<file path="src/rtl/pipeline_hazard_ctrl_pkg.sv">
// Shared types and constants for the VeSPA pipeline hazard controller.
// State encodings are visible on o_State for debug.
package pipeline_hazard_ctrl_pkg;

  typedef enum logic [2:0] {
    ST_RUN      = 3'd0,
    ST_MEM_WAIT = 3'd1,
    ST_FLUSH    = 3'd2,
    ST_DRAIN    = 3'd3,
    ST_ACK      = 3'd4
  } hz_state_t;

  localparam int REG_ADDR_W_DEF = 5;
  localparam int BUS_MSB        = 15;
  localparam logic [BUS_MSB:0] PERF_SAT = '1;

  function automatic int max_int(input int a, input int b);
    return (a > b) ? a : b;
  endfunction

  // Saturating increment for the performance counters.
  function automatic logic [BUS_MSB:0] sat_inc(input logic [BUS_MSB:0] v);
    return (v == PERF_SAT) ? v : v + 1'b1;
  endfunction

endpackage

</file>
<file path="src/rtl/pipeline_hazard_ctrl_loaduse_detect.sv">
// Load-use hazard detect: the decode instruction reads a register that
// the load currently in execute has not yet written back.
module hazard_loaduse_detect
  import pipeline_hazard_ctrl_pkg::*;
#(
  parameter int REG_ADDR_W = REG_ADDR_W_DEF
) (
  input  logic [REG_ADDR_W-1:0] dec_rs1,
  input  logic [REG_ADDR_W-1:0] dec_rs2,
  input  logic                  dec_uses_rs1,
  input  logic                  dec_uses_rs2,
  input  logic [REG_ADDR_W-1:0] ex_rd,
  input  logic                  ex_is_load,
  input  logic                  ex_reg_write,
  output logic                  loaduse
);

  logic rs1_hit;
  logic rs2_hit;
  logic rd_live;

  // r0 is hardwired, so a load targeting it never creates a dependency.
  assign rd_live = ex_is_load & ex_reg_write & (ex_rd != '0);
  assign rs1_hit = dec_uses_rs1 & (dec_rs1 == ex_rd);
  assign rs2_hit = dec_uses_rs2 & (dec_rs2 == ex_rd);
  assign loaduse = rd_live & (rs1_hit | rs2_hit);

endmodule

</file>
<file path="src/rtl/pipeline_hazard_ctrl.sv">
// Stall/flush sequencer for the VeSPA 5-stage pipeline.
// Optional HAZARD_PERF_CNT_EN adds saturating stall/flush performance counters.
module pipeline_hazard_ctrl
  import pipeline_hazard_ctrl_pkg::*;
#(
  parameter int REG_ADDR_W          = REG_ADDR_W_DEF,
  parameter int BRANCH_FLUSH_CYCLES = 2,
  parameter int IRQ_DRAIN_CYCLES    = 3
) (
  input  logic                  i_Clk,
  input  logic                  i_Rst,
  input  logic [REG_ADDR_W-1:0] i_DecRs1,
  input  logic [REG_ADDR_W-1:0] i_DecRs2,
  input  logic                  i_DecUsesRs1,
  input  logic                  i_DecUsesRs2,
  input  logic [REG_ADDR_W-1:0] i_ExRd,
  input  logic                  i_ExIsLoad,
  input  logic                  i_ExRegWrite,
  input  logic                  i_MemReq,
  input  logic                  i_MemReady,
  input  logic                  i_BranchTaken,
  input  logic                  i_IrqReq,
  input  logic                  i_IrqEnable,
  output logic                  o_StallPC,
  output logic                  o_StallFD,
  output logic                  o_FlushFD,
  output logic                  o_StallDE,
  output logic                  o_FlushDE,
  output logic                  o_IrqAck,
  output logic                  o_IrqSignal,
`ifdef HAZARD_PERF_CNT_EN
  output logic [BUS_MSB:0]      o_StallCycles,
  output logic [BUS_MSB:0]      o_FlushEvents,
`endif
  output logic [2:0]            o_State
);

  localparam int CNT_MAX = max_int(BRANCH_FLUSH_CYCLES, IRQ_DRAIN_CYCLES);
  localparam int CNT_W   = $clog2(CNT_MAX + 1);
  localparam logic [CNT_W-1:0] BR_RELOAD  = CNT_W'(BRANCH_FLUSH_CYCLES - 1);
  localparam logic [CNT_W-1:0] IRQ_RELOAD = CNT_W'(IRQ_DRAIN_CYCLES - 1);
  localparam logic [CNT_W-1:0] CNT_ONE    = CNT_W'(1);

  hz_state_t        state_reg, state_next;
  logic [CNT_W-1:0] cnt_reg, cnt_next, cnt_dec;

  logic loaduse;
  logic memwait;
  logic stall_pc, stall_fd, stall_de;
  logic flush_fd, flush_de;
  logic irq_ack, irq_signal;
  logic branch_accept, loaduse_bubble;

  hazard_loaduse_detect #(
    .REG_ADDR_W(REG_ADDR_W)
  ) u_loaduse (
    .dec_rs1     (i_DecRs1),
    .dec_rs2     (i_DecRs2),
    .dec_uses_rs1(i_DecUsesRs1),
    .dec_uses_rs2(i_DecUsesRs2),
    .ex_rd       (i_ExRd),
    .ex_is_load  (i_ExIsLoad),
    .ex_reg_write(i_ExRegWrite),
    .loaduse     (loaduse)
  );

  assign memwait = i_MemReq & ~i_MemReady;
  assign cnt_dec = (cnt_reg == '0) ? '0 : cnt_reg - 1'b1;

  always_ff @(posedge i_Clk or posedge i_Rst) begin
    if (i_Rst) begin
      state_reg <= ST_RUN;
      cnt_reg   <= '0;
    end else begin
      state_reg <= state_next;
      cnt_reg   <= cnt_next;
    end
  end

  always_comb begin
    state_next     = state_reg;
    cnt_next       = cnt_reg;
    stall_pc       = 1'b0;
    stall_fd       = 1'b0;
    stall_de       = 1'b0;
    flush_fd       = 1'b0;
    flush_de       = 1'b0;
    irq_ack        = 1'b0;
    irq_signal     = 1'b0;
    branch_accept  = 1'b0;
    loaduse_bubble = 1'b0;

    // A memory wait in any state freezes everything; stalls beat flushes.
    if (memwait && state_reg != ST_RUN) begin
      stall_pc = 1'b1;
      stall_fd = 1'b1;
      stall_de = 1'b1;
    end

    case (state_reg)
      ST_RUN: begin
        if (memwait) begin
          stall_pc   = 1'b1;
          stall_fd   = 1'b1;
          stall_de   = 1'b1;
          state_next = ST_MEM_WAIT;
        end else if (i_BranchTaken) begin
          flush_fd      = 1'b1;
          flush_de      = 1'b1;
          branch_accept = 1'b1;
          if (BRANCH_FLUSH_CYCLES > 1) begin
            cnt_next   = BR_RELOAD;
            state_next = ST_FLUSH;
          end
        end else if (loaduse) begin
          stall_pc       = 1'b1;
          stall_fd       = 1'b1;
          flush_de       = 1'b1;
          loaduse_bubble = 1'b1;
        end else if (i_IrqReq && i_IrqEnable) begin
          stall_pc   = 1'b1;
          flush_fd   = 1'b1;
          cnt_next   = IRQ_RELOAD;
          state_next = (IRQ_DRAIN_CYCLES > 1) ? ST_DRAIN : ST_ACK;
        end
      end

      ST_MEM_WAIT: begin
        if (!memwait) begin
          state_next = ST_RUN;
        end
      end

      ST_FLUSH: begin
        if (!memwait) begin
          flush_fd = 1'b1;
          if (i_BranchTaken) begin
            flush_de      = 1'b1;
            branch_accept = 1'b1;
            cnt_next      = BR_RELOAD;
          end else begin
            cnt_next = cnt_dec;
            if (cnt_reg <= CNT_ONE) begin
              state_next = ST_RUN;
            end
          end
        end
      end

      ST_DRAIN: begin
        // The interrupt is committed here: i_IrqReq is no longer consulted.
        if (!memwait) begin
          stall_pc      = 1'b1;
          flush_fd      = 1'b1;
          flush_de      = i_BranchTaken;
          branch_accept = i_BranchTaken;
          cnt_next      = cnt_dec;
          if (cnt_reg <= CNT_ONE) begin
            state_next = ST_ACK;
          end
        end
      end

      ST_ACK: begin
        if (!memwait) begin
          irq_ack    = 1'b1;
          irq_signal = 1'b1;
          state_next = ST_RUN;
        end
      end

      default: begin
        state_next = ST_RUN;
        cnt_next   = '0;
      end
    endcase
  end

  // Outputs are forced low for the whole time reset is held, not just after an edge.
  assign o_StallPC   = stall_pc   & ~i_Rst;
  assign o_StallFD   = stall_fd   & ~i_Rst;
  assign o_FlushFD   = flush_fd   & ~i_Rst;
  assign o_StallDE   = stall_de   & ~i_Rst;
  assign o_FlushDE   = flush_de   & ~i_Rst;
  assign o_IrqAck    = irq_ack    & ~i_Rst;
  assign o_IrqSignal = irq_signal & ~i_Rst;
  assign o_State     = state_reg;

`ifdef HAZARD_PERF_CNT_EN
  logic [BUS_MSB:0] stall_cycles_reg;
  logic [BUS_MSB:0] flush_events_reg;

  always_ff @(posedge i_Clk or posedge i_Rst) begin
    if (i_Rst) begin
      stall_cycles_reg <= '0;
      flush_events_reg <= '0;
    end else begin
      if (stall_pc) begin
        stall_cycles_reg <= sat_inc(stall_cycles_reg);
      end
      if (branch_accept || loaduse_bubble) begin
        flush_events_reg <= sat_inc(flush_events_reg);
      end
    end
  end

  assign o_StallCycles = stall_cycles_reg;
  assign o_FlushEvents = flush_events_reg;
`else
  logic unused_perf;
  assign unused_perf = branch_accept | loaduse_bubble;
`endif

endmodule

</file>
<file path="config.mk">
export PLATFORM = sky130hd
export DESIGN_NAME = pipeline_hazard_ctrl
export DESIGN_NICKNAME = d
export VERILOG_FILES = /design/src/rtl/pipeline_hazard_ctrl_pkg.sv /design/src/rtl/pipeline_hazard_ctrl_loaduse_detect.sv /design/src/rtl/pipeline_hazard_ctrl.sv
export SDC_FILE = /design/constraint.sdc
export NUM_CORES = 1
export LEC_CHECK = 0
export CAP_MARGIN = 20
export CORE_MARGIN = 1.5
export CORE_UTILIZATION = 30
export CTS_CLUSTER_DIAMETER = 200
export CTS_CLUSTER_SIZE = 20
export DETAILED_ROUTE_END_ITERATION = 7
export DONT_BUFFER_PORTS = 1
export SLEW_MARGIN = 20
export SYNTH_ARGS = -nofsm -noshare
export SYNTH_HDL_FRONTEND = slang
export SYNTH_SLANG_ARGS = --single-unit
</file>
<file path="constraint.sdc">
create_clock -name i_Clk -period 2.15 [get_ports i_Clk]
set_input_delay 0.215 -clock i_Clk [delete_from_list [all_inputs] [get_ports i_Clk]]
set_output_delay 0.215 -clock i_Clk [all_outputs]
set_load 0.02 [all_outputs]
</file>
==> results of run 1 <==
-- final timing paths --
path / cells past startpoint / from / to / slack, ps
min: 3 / i_MemReady / o_State[2] / 280
min reg2reg: 2 / cnt_reg[1] / cnt_reg[1] / 600
max in group asynchronous: 2 / i_Rst / cnt_reg[1] / 1570
max reg2reg: 6 / o_State[2] / o_State[0] / 400
min in group asynchronous: 2 / i_Rst / o_State[2] / 360
max: 6 / o_State[1] / o_StallPC / 170
-- worst max-delay path, cell delays in order, from the launching register on --
cell and delay, ps:
dfrtp_1 520, nor3_4 250, nand2b_1 180, inv_1 130, o21ai_0 90, a41oi_1 180, buf_4 170
-- cell usage after synthesis (2+ instances only) --
master / number
xnor2_1: 10
nand2_1: 9
dfrtp_1: 5
a21oi_1: 4
inv_1: 4
a31oi_1: 3
nand2b_1: 3
nor2_1: 3
nor2b_1: 3
o21ai_0: 3
o31ai_2: 3
buf_2: 2
nand4_1: 2
o21ai_1: 2
or3_1: 2
-- timing repair --
item                                    CTS  global route
hold buffers                              1             0
endpoints found under the setup margin    0             1
gates resized for setup                   0             1
hold endpoints to repair                  5             0
-- per-stage QoR --
step | area, sq um | total power [W] | worst slack [ps]
floorplan | 627 | 0.000541 | 309
global placement | 666 | 0.000629 | 395
detailed placement | 666 | 0.000633 | 380
CTS | 702 | 0.000745 | 120
global route | 708 | 0.000826 | 23.1
finish | 708 | 0.000760 | 169
-- kinds of logic (layout without fill, tap and decap cells) --
family / count (synthesis) / after routing / synth area share [%]
and+or+nand+nor: 29 / 29 / 25.7
AOI/OAI and AO/OA: 27 / 27 / 35.1
xor gates and xnor gates: 10 / 10 / 14.0
buffers and inverters: 7 / 12 / 5.19
DFF: 5 / 5 / 20.0
-- area by class of cell --
| type | count | area (sq um) | area share, % |
|---|---|---|---|
| multi-input combinational | 66 | 475 | 67.1 |
| sequential | 5 | 125 | 17.7 |
| tap | 27 | 33.8 | 4.77 |
| timing repair buffer | 4 | 32.5 | 4.59 |
| clock buffer | 4 | 26.3 | 3.71 |
| inverter | 4 | 15.0 | 2.12 |
-- routing by layer --
metal  GRT usage (%)  wire length [microns]
met2            23.1                    852
met3            4.63                     97
met5               0                      0
met1            15.5                    633
met4            5.71                      0
-- power by group --
| group | internal, W | switching (W) |
|---|---|---|
| sequential | 0.000135 | 0.0000638 |
| combinational | 0.000185 | 0.000272 |
| clock | 0.0000699 | 0.0000338 |
| total | 0.000390 | 0.000369 |
==> impl_results.md, run 1 <==
* DP HPWL at between 1 and 1.5 mm
* Rows at 16
* Post-CTS setup buffer count at 0
* Maximum VDD drop at 0.000358 V
* Final setup vio count at 0
* Vias/cell at 5.57
* Antenna Violating Nets Remaining at 0
* Setup Skew at ~1.2 ps
* Ratio of final minimum period to clock period at 92.2%
* Cts bufs inserted at 3
* Die width at 48.7 microns
* Antenna violations before repair at 0
* Worst-path maximum fanout at 8
* Final TNS setup at 0 ps
* Num Clock Sinks at 5
* Tmin final at 1980 ps
* Pwr/cell area at 1070 nW/um^2
* Post-synthesis async set-or-reset flop share at 100%
* Status: finished clean
* Fin util at between 30% and 40%
* DR vias at 613
* Depth of the CTS H-tree at 1
* Clk slew on worst S/H paths at 40 ps
* First-pass GRT wire length at approximately 2.5 mm
* Clock Tree Buf Depth at 2
* Port Buf Inserts at 0
* Crit path DAT at between 1500 and 2000 ps
* Root Driver: clkbuf_4
* Synth top area share at 20.0%
* Number of diodes at 0
* Slew HR at 67.3%
* Static Leak at 0.274 nW
* DRT Pass-1 Iters at 4
* Final Wtd Congestion at 0.933
* Initial Utilization at 32.0%
* Post-synthesis cell area at 627 sq um
* Syn Area/Cell at 8.04 sq um
* Die height at 48.7 microns
* Largest area contributor in the netlist: dfrtp_1
* Critical Path Sink Type: primary output
* Yosys cell types at 35
* Final Max Tran Viols at 0
* Share of layout cells above drive strength 1 at 15.7%
* Most common cell after layout, fill and taps aside: xnor2_1
* Gr ovfl total at 0
* Die Area at roughly 2400 sq um
* Seq cells post-synth at 5
* Non-Filler Instances at 110
* Worst setup SP type: flip-flop
* Max frequency at 505 MHz
* Setup CP Type: reg -> out
* Total routed wirelength at around 1.6 mm
* Post-synthesis sequential area ratio at between 10% and 20%
* Final hold viol count at 0
* Largest net degree at the start of global routing at 11
* Required time worst endpoint at 1930 ps
* Initial DRC count at 28
* Top post-synthesis cells by area: dfrtp_1, xnor2_1, o31ai_2
* Post-route DRC at 0
* Boundary pin count at 36
* Slew @ Worst Pin at approximately 490 ps
* Max-Cap Viols at 0
* Vias in the first global route at 568
* Area Growth Syn to Fin at 13.0%
* RSZ-0062 raised after global routing: false
* Mapped Cells at 78
* Worst-Skew Late Latency at 230 ps
* Min-delay worst type: in -> reg
* GRT Overall Usage at 13.6%
* Core footprint at 1960 sq um
* Post-placement cell count at 105
* Nets at 110
* Synthesized net count at 104
* Post-synth EDFFs at 0
* Most frequent cells in the layout: xnor2_1, nand2_1, dfrtp_1, inv_1, a21oi_1
* Fillers at 221
* TritonCTS clock tree: yes
* Max reg flops at 3
* Routed WL per cell at 14.4 microns
* Hold slack at 284 ps
* YS warnings at 0
* Dominant synthesized flop cell: dfrtp_1
(Power assumes the default switching activity.)
==> run 2, diff against run 1 <==
Settings changed: GPL_TIMING_DRIVEN set to 0.
==> impl_results.md, run 2 (synthesis gave the netlist of run 1 again) <==
* Status: finished clean
* Final Max Tran Viols at 0 (unchanged)
* Crit path DAT at 1800 ps (+30 ps)
* Final setup vio count at 0 (unchanged)
* Worst-path maximum fanout at 10 (+2)
* Root Driver: clkbuf_4
* Routed WL per cell at 13.8 microns (-4.0%)
* Max reg flops at 3 (unchanged)
* Boundary pin count at 36 (unchanged)
* DRT Pass-1 Iters at 4 (unchanged)
* Pre-CTS setup slack at 84.2 ps (-296 ps)
* Min-delay worst type: in -> reg
* Setup Skew at 0.575 ps (-0.581 ps)
* Total routed wirelength at 1.53 mm (-3.2%)
* Num Clock Sinks at 5 (unchanged)
* Vias in the first global route at 598 (+5.3%)
* TritonCTS clock tree: yes
* Most frequent cells in the layout: xnor2_1, nand2_1, buf_4, inv_1, a21oi_1
* Die Area at 2370 sq um (unchanged)
* Gr ovfl total at 0 (unchanged)
* Ratio of final minimum period to clock period at 93.5% (+1.3 points)
* Area Growth Syn to Fin at 17.2%
* Final TNS setup at 0 ps (unchanged)
* Static Leak at 0.281 nW (+2.7%)
* Depth of the CTS H-tree at 1 (unchanged)
* Antenna Violating Nets Remaining at 0 (unchanged)
* First-pass GRT wire length at 2.57 mm (+1.6%)
* Largest net degree at the start of global routing at 11 (unchanged)
* Pwr/cell area at 1070 nW/um^2 (-0.28%)
* Die height at 48.7 microns (unchanged)
* Fillers at 226 (+2.3%)
* Worst setup SP type: flip-flop
* Cts bufs inserted at 3 (unchanged)
* Share of layout cells above drive strength 1 at 22.6% (+7.0 points)
* Vias/cell at 5.56 (-0.25%)
* Die width at 48.7 microns (unchanged)
* Clk slew on worst S/H paths at 40 ps (about the same)
* Critical Path Sink Type: primary output
* Antenna violations before repair at 0 (unchanged)
* Maximum VDD drop at 0.000381 V (+6.6%)
* Reg area at 129 sq um (+3.0%)
* Number of diodes at 0 (unchanged)
* GRT Overall Usage at 13.6% (-0.030 points)
* Final Wtd Congestion at 0.862 (-7.6%)
* Worst-Skew Late Latency at 240 ps (about the same)
* Min setup slack post-route at 140 ps (-28.9 ps)
* Final hold viol count at 0 (unchanged)
* Initial DRC count at 8 (-71%)
* Initial Utilization at 32.0% (unchanged)
* Area of the multi-input gates at 490 sq um (+3.2%)
* RSZ-0062 raised after global routing: false
* Port Buf Inserts at 0 (unchanged)
* Required time worst endpoint at 1930 ps (about the same)
* Rows at 16 (unchanged)
* Clock Tree Buf Depth at 2 (unchanged)
* Slew HR at 67.5% (+0.14 points)
* Max frequency at 497 MHz (-1.4%)
* Core footprint at 1960 sq um (unchanged)
* Tmin final at 2010 ps (+28.9 ps)
* DR vias at 617 (+0.65%)
* Nets at 111 (+0.91%)
* Setup CP Type: reg -> out
* Post-route DRC at 0 (unchanged)
* DP HPWL at 1.25 mm (-3.5%)
* Most common cell after layout, fill and taps aside: xnor2_1
* Max-Cap Viols at 0 (unchanged)
* Slew @ Worst Pin at 487 ps (-2.03 ps)
## run 2: final timing paths
check	start	endpoint	slack, ps	depth (start not counted)
setup / recovery	o_State[0]	o_StallPC	140	6
hold reg to reg	cnt_reg[0]	cnt_reg[0]	560	2
min in group asynchronous	i_Rst	cnt_reg[1]	370	2
hold / removal	i_BranchTaken	o_State[0]	220	2
max in group asynchronous	i_Rst	o_State[2]	1550	2
setup reg to reg	o_State[2]	o_State[0]	440	6
## run 2: layout make-up
| cell class | count | share of cell area [%] |
|---|---|---|
| clock buffer | 4 | 3.58 |
| buffer | 3 | 3.07 |
| tap | 27 | 4.60 |
| timing repair buffer | 2 | 2.39 |
| sequential | 5 | 17.5 |
| multi-input combinational | 66 | 66.8 |
| inverter | 4 | 2.04 |
## run 2: repair_timing
action,CTS,global route
pin swaps,0,1
endpoints found under the setup margin,1,2
buffers inserted,0,1
gates resized for setup,3,8
hold buffers,1,0
hold endpoints to repair,5,0
## run 2: routing by layer
layer  share of wire [%]  GRT usage [%]  routed length, microns  up-vias
li1                    -              -                       -      300
met1                  42           15.8                     641      292
met2                  51           24.0                     789       23
met3                 5.5           2.78                      85        2
met4                 1.1           5.71                      17        0
met5                   0              0                       0        -
## run 2: per-stage QoR
step | util [%] | hold slack [ps] | area (sq um) | power, W | std cells
2_1_floorplan | - | 12.7 | 627 | 0.000541 | 78
3_3_place_gp | 33.7 | 53.2 | 661 | 0.000608 | 105
3_5_place_dp | 33.7 | 51.3 | 661 | 0.000614 | 105
4_1_cts | 36.6 | 220 | 718 | 0.000754 | 110
5_1_grt | 37.4 | 220 | 734 | 0.000849 | 111
6_report | 37.4 | 221 | 734 | 0.000786 | 111
## run 2: where the power goes
| group | internal, W | leakage, nW | switching (W) |
|---|---|---|---|
| clock | 0.0000699 | 0.0150 | 0.0000340 |
| combinational | 0.000205 | 0.206 | 0.000262 |
| sequential | 0.000140 | 0.0600 | 0.0000755 |
| total | 0.000414 | 0.281 | 0.000371 |
## run 2: worst max-delay path: stages (launching register included)
cell	delay (ps)
dfrtp_2	440
buf_4	190
nor3_4	300
nand2b_4	110
inv_1	100
o21ai_1	90
a41oi_2	320
==> run 3, diff against run 2 <==
Settings changed: REMOVE_ABC_BUFFERS set to 1.
==> impl_results.md, run 3 (synthesis gave the netlist of run 1 again) <==
* Status: finished clean
* Setup CP Type: reg -> out
* Final Wtd Congestion at 0.893 (+3.6%)
* Core footprint at 1960 sq um (unchanged)
* Power Total at 0.000741 W (-5.6%)
* Worst setup SP type: flip-flop
* Static Leak at 0.260 nW (-7.4%)
* Critical Path Sink Type: primary output
* Max frequency at 510 MHz (+2.6%)
* Final Max Tran Viols at 0 (unchanged)
* Vias/cell at 5.45 (-2.0%)
* Final instance area at 704 sq um (-4.1%)
* Num Clock Sinks at 5 (unchanged)
* Ratio of final minimum period to clock period at 91.1% (-2.4 points)
* Worst-Skew Late Latency at 230 ps (about the same)
* First-pass GRT wire length at 2.33 mm (-9.4%)
* Largest net degree at the start of global routing at 12 (+1)
* Gr ovfl total at 0 (unchanged)
* Cts bufs inserted at 3 (unchanged)
* Most common cell after layout, fill and taps aside: xnor2_1
* RSZ-0062 raised after global routing: false
* Vias in the first global route at 566 (-5.4%)
* Initial DRC count at 16 (+8)
* Required time worst endpoint at 1930 ps (about the same)
* Clock Tree Buf Depth at 2 (unchanged)
* Post-CTS setup buffer count at 0 (unchanged)
* Final TNS setup at 0 ps (unchanged)
* Crit path DAT at 1740 ps (-60 ps)
* Clk slew on worst S/H paths at 40 ps (about the same)
* GRT Overall Usage at 12.5% (-1.1 points)
* Nets at 107 (-3.6%)
* Antenna Violating Nets Remaining at 0 (unchanged)
* DRT Pass-1 Iters at 4 (unchanged)
* Non-Filler Instances at 107 (-3.6%)
* Port Buf Inserts at 0 (unchanged)
* Max-Cap Viols at 0 (unchanged)
* Root Driver: clkbuf_4
* Pwr/cell area at 1050 nW/um^2 (-1.6%)
* Slew HR at 68.8% (+1.3 points)
* Setup Skew at 1.87 ps (+1.30 ps)
* Antenna violations before repair at 0 (unchanged)
* Slew @ Worst Pin at 467 ps (-20.3 ps)
* Hold path depth at 2 (unchanged)
* Die Area at 2370 sq um (unchanged)
* Die width at 48.7 microns (unchanged)
* Area Growth Syn to Fin at 12.4%
* Maximum VDD drop at 0.000343 V (-10%)
* Total routed wirelength at 1.45 mm (-5.5%)
* Worst r2r path cells at 5 (-1)
* TritonCTS clock tree: yes
* Most frequent cells in the layout: xnor2_1, nand2_1, inv_1, a21oi_1
* DP HPWL at 1.20 mm (-3.7%)
* DR vias at 583 (-5.5%)
* Min-delay worst type: in -> reg
* Die height at 48.7 microns (unchanged)
* Initial Utilization at 32.0% (unchanged)
* Depth of the CTS H-tree at 1 (unchanged)
* Worst-path maximum fanout at 10 (unchanged)
* Final hold viol count at 0 (unchanged)
* Rows at 16 (unchanged)
* Share of layout cells above drive strength 1 at 18.8% (-3.9 points)
* Boundary pin count at 36 (unchanged)
* Tmin final at 1960 ps (-50.8 ps)
* Final setup vio count at 0 (unchanged)
* Max reg flops at 3 (unchanged)
* Post-route DRC at 0 (unchanged)
* Routed WL per cell at 13.5 microns (-2.0%)
* Post-placement cell count at 102 (-2.9%)
* Placed inst area at 643 sq um (-2.7%)
* Number of diodes at 0 (unchanged)
==> run 3: cell types whose count changed in the layout (fill, tap and decap cells not counted), sizes merged <==
cell  previous run  this run
buf              4         0
==> run 3: where the power goes <==
group	total, W	leakage, nW	switching, W	internal (W)
Clock	0.000104	0.0150	0.0000343	0.0000699
Combinational	0.000380	0.185	0.000211	0.000169
Sequential	0.000258	0.0600	0.000118	0.000139
Total	0.000741	0.260	0.000363	0.000378
==> run 3: layout make-up <==
class | count | area, sq um
clock buffers | 4 | 26.3
fillers | 216 | 1260
inverters | 4 | 15.0
multi-input cells | 66 | 490
flip-flops and latches | 5 | 129
well taps | 27 | 33.8
repair buffers | 1 | 10.0
==> run 3: worst paths after layout <==
check	slack, ps	start	to
min reg2reg	560	cnt_reg[0]	cnt_reg[0]
min in group asynchronous	350	i_Rst	o_State[1]
max	190	o_State[2]	o_StallPC
max reg2reg	540	o_State[2]	o_State[0]
max in group asynchronous	1590	i_Rst	o_State[0]
min	220	i_BranchTaken	o_State[0]
==> run 3: per-stage QoR <==
| stage | util [%] | setup WS [ps] | hold slack [ps] |
|---|---|---|---|
| 3_5_place_dp | 32.8 | 134 | 38.9 |
| 5_1_grt | 35.9 | 79.6 | 226 |
| 2_1_floorplan | - | 380 | 12.7 |
| 6_report | 35.9 | 191 | 225 |
| 3_3_place_gp | 32.8 | 158 | 42.4 |
| 4_1_cts | 35.3 | 26.7 | 236 |
==> run 3: critical path, stage by stage, from the launching register on <==
cell,delay (ps)
dfrtp_2,510
nor3_4,330
nand2b_4,110
inv_1,110
o21ai_0,110
a41oi_2,330
==> run 3: repair_timing <==
action                     in CTS  in global routing
hold buffers                    1                  0
gates resized for setup         2                  4
setup endpoints to repair       1                  1
hold endpoints to repair        5                  0
==> run 3: routing by layer <==
layer / wire (microns) / global-route usage (%)
met1: 615 / 14.4
met2: 759 / 20.1
met3: 73 / 4.32
met4: 0 / 7.14
met5: 0 / 0
